`src/rtl/uart_pkg.sv`:
```
// Shared UART definitions: receiver FSM states and frame constants.
// Kept separate so the transmitter can reuse the same encoding.
package uart_pkg;

    typedef enum logic [1:0] {
        IDLE  = 2'd0,
        START = 2'd1,
        DATA  = 2'd2,
        STOP  = 2'd3
    } uart_rx_state_t;

    localparam int   UART_DATA_BITS  = 8;
    localparam logic UART_IDLE_LEVEL = 1'b1;

endpackage

```
`src/rtl/uart_rx_fifo.sv`:
```
// Small synchronous FIFO for received bytes with a registered head word.
// Pointers carry one extra wrap bit so full and empty are distinguishable.
module uart_rx_fifo
    import uart_pkg::*;
#(
    parameter int DEPTH = 4,
    parameter int WIDTH = UART_DATA_BITS
) (
    input  logic             i_clk,
    input  logic             i_rst,
    input  logic             push,
    input  logic [WIDTH-1:0] data_in,
    input  logic             pop,
    output logic [WIDTH-1:0] data_out,
    output logic             empty,
    output logic             full
);

    localparam int AW = $clog2(DEPTH);
    localparam logic [AW:0] PTR_ONE = {{AW{1'b0}}, 1'b1};

    logic [WIDTH-1:0] mem_r [DEPTH];
    logic [AW:0]      wr_ptr_r;
    logic [AW:0]      rd_ptr_r;
    logic [AW:0]      wr_ptr_nxt_s;
    logic [AW:0]      rd_ptr_nxt_s;
    logic             do_push_s;
    logic             do_pop_s;
    logic [WIDTH-1:0] head_nxt_s;
    logic [WIDTH-1:0] data_out_r;
    logic             empty_r;
    logic             full_r;

    // Next-state pointers and head word; a push into an emptying FIFO becomes the head directly.
    always_comb begin
        do_pop_s     = pop && !empty_r;
        do_push_s    = push && (!full_r || do_pop_s);
        wr_ptr_nxt_s = do_push_s ? (wr_ptr_r + PTR_ONE) : wr_ptr_r;
        rd_ptr_nxt_s = do_pop_s  ? (rd_ptr_r + PTR_ONE) : rd_ptr_r;
        if (do_push_s && (rd_ptr_nxt_s == wr_ptr_r)) begin
            head_nxt_s = data_in;
        end else begin
            head_nxt_s = mem_r[rd_ptr_nxt_s[AW-1:0]];
        end
    end

    // Pointer, flag and head-word registers.
    always_ff @(posedge i_clk) begin
        if (i_rst) begin
            wr_ptr_r   <= '0;
            rd_ptr_r   <= '0;
            empty_r    <= 1'b1;
            full_r     <= 1'b0;
            data_out_r <= '0;
        end else begin
            wr_ptr_r <= wr_ptr_nxt_s;
            rd_ptr_r <= rd_ptr_nxt_s;
            empty_r  <= (wr_ptr_nxt_s == rd_ptr_nxt_s);
            full_r   <= (wr_ptr_nxt_s[AW] != rd_ptr_nxt_s[AW]) &&
                        (wr_ptr_nxt_s[AW-1:0] == rd_ptr_nxt_s[AW-1:0]);
            if (do_push_s || do_pop_s) begin
                data_out_r <= head_nxt_s;
            end
        end
    end

    // Storage array.
    always_ff @(posedge i_clk) begin
        if (!i_rst && do_push_s) begin
            mem_r[wr_ptr_r[AW-1:0]] <= data_in;
        end
    end

    assign data_out = data_out_r;
    assign empty    = empty_r;
    assign full     = full_r;

endmodule

```
`src/rtl/uart_rx.sv`:
```
// 8N1 UART receiver: synchronizes rx, samples each bit at its centre and
// buffers good bytes in a FIFO behind a valid/ready handshake.
module uart_rx
    import uart_pkg::*;
#(
    parameter int CLKS_PER_BIT = 868,
    parameter int FIFO_DEPTH   = 4
) (
    input  logic       i_clk,
    input  logic       i_rst,
    input  logic       rx,
    output logic [7:0] o_data,
    output logic       o_valid,
    input  logic       i_ready,
    output logic       o_busy,
    output logic       o_frame_err,
    output logic       o_overrun
);

    localparam int CW = $clog2(CLKS_PER_BIT);
    localparam logic [CW-1:0] CNT_MID  = CW'(CLKS_PER_BIT / 2 - 1);
    localparam logic [CW-1:0] CNT_LAST = CW'(CLKS_PER_BIT - 1);
    localparam logic [CW-1:0] CNT_ONE  = {{(CW-1){1'b0}}, 1'b1};
    localparam logic [2:0]    BIT_LAST = 3'(UART_DATA_BITS - 1);

    logic                      rx_meta_r;
    logic                      rx_sync_r;
    uart_rx_state_t            state_r;
    logic [CW-1:0]             cyc_cnt_r;
    logic [2:0]                bit_cnt_r;
    logic [UART_DATA_BITS-1:0] shift_r;
    logic                      busy_r;
    logic                      frame_err_r;
    logic                      overrun_r;
    logic                      push_s;
    logic                      pop_s;
    logic                      fifo_empty_s;
    logic                      fifo_full_s;
    logic [UART_DATA_BITS-1:0] fifo_data_s;

    // Two-flop synchronizer; resets to the idle line level so reset never looks like a start bit.
    always_ff @(posedge i_clk) begin
        if (i_rst) begin
            rx_meta_r <= UART_IDLE_LEVEL;
            rx_sync_r <= UART_IDLE_LEVEL;
        end else begin
            rx_meta_r <= rx;
            rx_sync_r <= rx_meta_r;
        end
    end

    // Push on a good stop-bit sample; the FIFO registers it at the same edge the FSM returns to IDLE.
    always_comb begin
        if ((state_r == STOP) && (cyc_cnt_r == CNT_LAST) && rx_sync_r) begin
            push_s = 1'b1;
        end else begin
            push_s = 1'b0;
        end
        pop_s = !fifo_empty_s && i_ready;
    end

    // Receive FSM with bit and cycle counters.
    always_ff @(posedge i_clk) begin
        if (i_rst) begin
            state_r     <= IDLE;
            cyc_cnt_r   <= '0;
            bit_cnt_r   <= 3'd0;
            shift_r     <= '0;
            busy_r      <= 1'b0;
            frame_err_r <= 1'b0;
        end else begin
            frame_err_r <= 1'b0;
            case (state_r)
                IDLE: begin
                    if (!rx_sync_r) begin
                        state_r   <= START;
                        cyc_cnt_r <= '0;
                        busy_r    <= 1'b1;
                    end
                end
                START: begin
                    if (cyc_cnt_r == CNT_MID) begin
                        cyc_cnt_r <= '0;
                        if (rx_sync_r) begin
                            state_r <= IDLE;
                            busy_r  <= 1'b0;
                        end else begin
                            state_r   <= DATA;
                            bit_cnt_r <= 3'd0;
                        end
                    end else begin
                        cyc_cnt_r <= cyc_cnt_r + CNT_ONE;
                    end
                end
                DATA: begin
                    if (cyc_cnt_r == CNT_LAST) begin
                        cyc_cnt_r          <= '0;
                        shift_r[bit_cnt_r] <= rx_sync_r;
                        if (bit_cnt_r == BIT_LAST) begin
                            state_r <= STOP;
                        end else begin
                            bit_cnt_r <= bit_cnt_r + 3'd1;
                        end
                    end else begin
                        cyc_cnt_r <= cyc_cnt_r + CNT_ONE;
                    end
                end
                STOP: begin
                    // Leave mid-stop-bit so a back-to-back start edge is not missed.
                    if (cyc_cnt_r == CNT_LAST) begin
                        state_r     <= IDLE;
                        cyc_cnt_r   <= '0;
                        busy_r      <= 1'b0;
                        frame_err_r <= !rx_sync_r;
                    end else begin
                        cyc_cnt_r <= cyc_cnt_r + CNT_ONE;
                    end
                end
                default: begin
                    state_r   <= IDLE;
                    cyc_cnt_r <= '0;
                    busy_r    <= 1'b0;
                end
            endcase
        end
    end

    // Overrun pulse: a good byte arrived with the FIFO full and no pop to make room.
    always_ff @(posedge i_clk) begin
        if (i_rst) begin
            overrun_r <= 1'b0;
        end else begin
            overrun_r <= push_s && fifo_full_s && !pop_s;
        end
    end

    uart_rx_fifo #(
        .DEPTH (FIFO_DEPTH),
        .WIDTH (UART_DATA_BITS)
    ) u_fifo (
        .i_clk    (i_clk),
        .i_rst    (i_rst),
        .push     (push_s),
        .data_in  (shift_r),
        .pop      (pop_s),
        .data_out (fifo_data_s),
        .empty    (fifo_empty_s),
        .full     (fifo_full_s)
    );

    assign o_data      = fifo_data_s;
    assign o_valid     = !fifo_empty_s;
    assign o_busy      = busy_r;
    assign o_frame_err = frame_err_r;
    assign o_overrun   = overrun_r;

endmodule

```
`config.mk`:
```
export PLATFORM = sky130hd
export DESIGN_NAME = uart_rx
export DESIGN_NICKNAME = d
export VERILOG_FILES = /design/src/rtl/uart_pkg.sv /design/src/rtl/uart_rx_fifo.sv /design/src/rtl/uart_rx.sv
export SDC_FILE = /design/constraint.sdc
export NUM_CORES = 1
export LEC_CHECK = 0
export CORE_MARGIN = 5
export CORE_UTILIZATION = 45
export CTS_CLUSTER_SIZE = 28
export DETAILED_ROUTE_END_ITERATION = 8
export SETUP_SLACK_MARGIN = 0.05
export SLEW_MARGIN = 10
export SYNTH_ARGS = -nofsm -noshare
export SYNTH_HDL_FRONTEND = slang
export SYNTH_SLANG_ARGS = --single-unit
```
`constraint.sdc`:
```
create_clock -name i_clk -period 6.7 [get_ports i_clk]
set_input_delay 1.34 -clock i_clk [delete_from_list [all_inputs] [get_ports i_clk]]
set_output_delay 1.34 -clock i_clk [all_outputs]
set_load 0.02 [all_outputs]
```
==> impl_metrics.toml <==
[logic_synthesis]
syn-cell-area_mm2 = 0.00378
synth_cell_types = 58
netlist_instances = 326
syn_nets = 339
synth-seq-cells = 76
synth-main-ff-cell = "dfxtp_1"
syn_area_per_cell_um2 = 11.6
synthArstFlopShare = 0
synth-seq-area-share = 0.487
ys_warn_count = 0
synth_edf_count = 32

[power_and_ir_drop]
power_density_mw_per_mm2 = 219
irDropWorstVdd_v = 0.000109
power_leakage_nw = 1.44
p_total_mw = 0.928

[grt]
grt_pass1_wl_um = 12200
grt_usage = 0.154
antenna_found_initial = 0
grt_pass1_vias = 2383
gr-total-overflow = 0
grt_max_degree = 24

[floorplan]
die_h_um = 102
dieArea_mm2 = 0.0103
rows = 33
die_x_um = 102
fp.coreArea_mm2 = 0.00822
start_util = 0.461
boundaryPins = 16

[clock_tree]
cts_buffers = 9
clk_pin_slew_worst_paths_ns = 0.07
hold_buffers = 0
post_cts_buffers = 0
cts_buffer_depth = 2
clock_sinks = 76
cts_tree = "built"
clk_latency_ns = 0.34
clockRootBuffer = "clkbuf_8"
ctsResizeCount = 0
htreeDepth = 3

[cells_and_area]
final_area_mm2 = 0.00423
multi_input_area_mm2 = 0.00180
drive_above_1_share = 0.168
seq_area_mm2 = 0.00184
fin_cells = 445
area_growth_pct = 11.8
fillCellCount = 744
num-nets-final = 348
diodes = 0

[timing]
hold_viol = 0
setup_violations = 0
worstMarginPinSlew_ns = 0.970
worst_clock_skew_ns = 0.0101
min_period_ns = 3.96
tns_ns = 0
slew_headroom = 0.351
rsz0062_at_grt = "no"
post-route-period-util = 0.591
fmax_mhz = 252
slew_violations = 0

[setup_path]
worstRegToRegCells = 4
critPathRequiredTime_ns = 6.67
criticalPathCategory = "primary input to flop"
setup.worst_path.start_class = "primary input"
cp.arrival_ns = 3.93
timing.rr.end = "u_fifo.mem_r[3][7]"
crit_fanout = 23
ff2ff_setup_slack_ns = 3.89
r2r_start = "u_fifo.empty"
endpoint_kind = "flop"

[place]
placed_cell_area_mm2 = 0.00399
dp_hpwl_um = 4940
numPortBuffers = 15
dp.cells = 429
gp_congestion = 0.786

[status]
status = "finished, final reports clean"

[min_path]
whs_endpoint = "rx_sync_r"
whs_path_depth = 1
hp-class = "flop to flop"
holdCritStartpoint = "rx_meta_r"

[detailed_routing]
drt_iter0_markers = 106
wl_per_cell_um = 16.5
ant_nets = 0
drt-total-wl_um = 7330
routed-via-count = 2484
viasPerCell = 5.58
drt_pass1_iterations = 5
drc_errors = 0

[run]
max_cap_violations = 0
placed cells by master (no fill, tap or decap), types with 2 or more instances in the layout:
cell type and n:
nor3_1 5, a21oi_2 6, mux2i_1 9, buf_4 3, or4_1 2, a21oi_1 13, clkbuf_1 2, nand4b_1 2
edfxtp_1 32, a211oi_1 15, xor2_1 3, ha_1 9, or4_4 2, inv_1 10, dfxtp_1 44, o211ai_1 2
nand2b_1 13, nor2_1 23, nand3_1 7, clkbuf_8 9, nand3b_1 3, nand2_1 15, and3_1 5, a211oi_2 3
and2_1 5, mux4_2 16, nor4_1 2, or2_2 4, clkbuf_16 2, o21ai_0 4, xnor2_1 7, clkdlybuf4s50_1 15
a31oi_1 5, nor2b_1 8, a22o_1 2, or3_1 2, bufinv_16 2, nand4_1 6, nor4b_2 2
final cells by class:
type / count / share of cell area
Inverter: 10 / 0.00887
Clock inverter: 3 / 0.0154
Clock buffer: 13 / 0.0429
Sequential cell: 76 / 0.435
Multi-Input combinational cell: 220 / 0.426
Timing Repair Buffer: 18 / 0.0408
Tap cell: 105 / 0.0310
cell usage after synthesis, types with 2 or more instances:
library cell	n	area [µm²]
a21oi_2	6	52.6
buf_6	3	33.8
xor2_1	3	26.3
nand3_1	7	35.0
or4_1	2	15.0
nor3_1	5	25.0
nor2_1	23	86.3
edfxtp_1	32	961
a22o_1	2	17.5
dfxtp_1	44	881
or2_2	4	25.0
nand4b_1	2	17.5
a211oi_1	15	113
mux2i_1	9	90.1
o21ai_0	4	20.0
a21oi_1	13	65.1
mux4_2	16	360
nor2b_1	8	50.1
nand4_1	6	37.5
buf_1	2	7.51
nor4b_2	2	30.0
buf_2	2	10.0
inv_1	10	37.5
clkbuf_1	12	45.0
a211oi_2	3	37.5
o211ai_1	2	15.0
ha_1	9	113
nand3b_1	3	22.5
and2_1	5	31.3
xnor2_1	7	61.3
nand2b_1	13	81.3
or4_4	2	22.5
and3_1	5	31.3
a31oi_1	5	31.3
nand2_1	15	56.3
nor4_1	2	12.5
or3_1	2	12.5
worst max-delay path: stages:
cell	delay, ns
clkdlybuf4s50_1	0.46
nor2b_2	0.78
o21ai_0	0.39
or2_4	0.41
nor3_2	0.54
routing by layer:
metal / global-route usage / share of wire / vias up
met2: 0.239 / 0.47 / 33
met4: 0.0429 / 0.0097 / 0
met3: 0.0399 / 0.032 / 7
met1: 0.214 / 0.49 / 1211
li1: - / - / 1233
met5: 0 / 0 / -
power breakdown:
part	leakage (nW)	total [mW]	switching (mW)	internal, mW
combinational	0.665	0.0216	0.0133	0.00832
clock	0.124	0.421	0.166	0.255
sequential	0.652	0.485	0.00405	0.481
kinds of logic after synthesis:
kind of cell | count (synthesis) | share of synthesized area
mux | 26 | 0.122
compound gates | 58 | 0.112
flops | 76 | 0.487
xor+xnor | 12 | 0.0337
buf+inv | 30 | 0.0374
simple gates | 115 | 0.179
fa+ha+maj | 9 | 0.0298
flip-flops by register name (all words and copies together) (netlist names), named ones only:
name and count:
state_r 1, bit_cnt_r 3, o_frame_err 1, u_fifo.data_out 8, shift_r 8, rx_meta_r 1, u_fifo.mem_r 32, u_fifo.empty 1
u_fifo.wr_ptr_r 3, o_overrun 1, cyc_cnt_r 10, rx_sync_r 1, u_fifo.rd_ptr_r 3, u_fifo.full 1, o_busy 1
worst max path at each step:
stage	to	start	slack [ns]	depth (start not counted)
floorplan	u_fifo.mem_r[3][0]	i_ready	3.47	6
global placement	u_fifo.mem_r[3][2]	i_ready	2.47	5
detailed placement	u_fifo.mem_r[3][2]	i_ready	2.35	5
CTS	u_fifo.mem_r[3][0]	i_ready	2.69	5
global route	u_fifo.mem_r[3][0]	i_ready	2.57	5
finish	u_fifo.mem_r[3][7]	i_ready	2.74	5
through the flow:
stage	setup WS [ns]	utilization	hold WS, ns
floorplan	3.47	-	0.389
global placement	2.47	0.485	0.395
detailed placement	2.35	0.485	0.397
CTS	2.69	0.515	0.416
global route	2.57	0.515	0.427
finish	2.74	0.515	0.412
(Power assumes the default switching activity.)
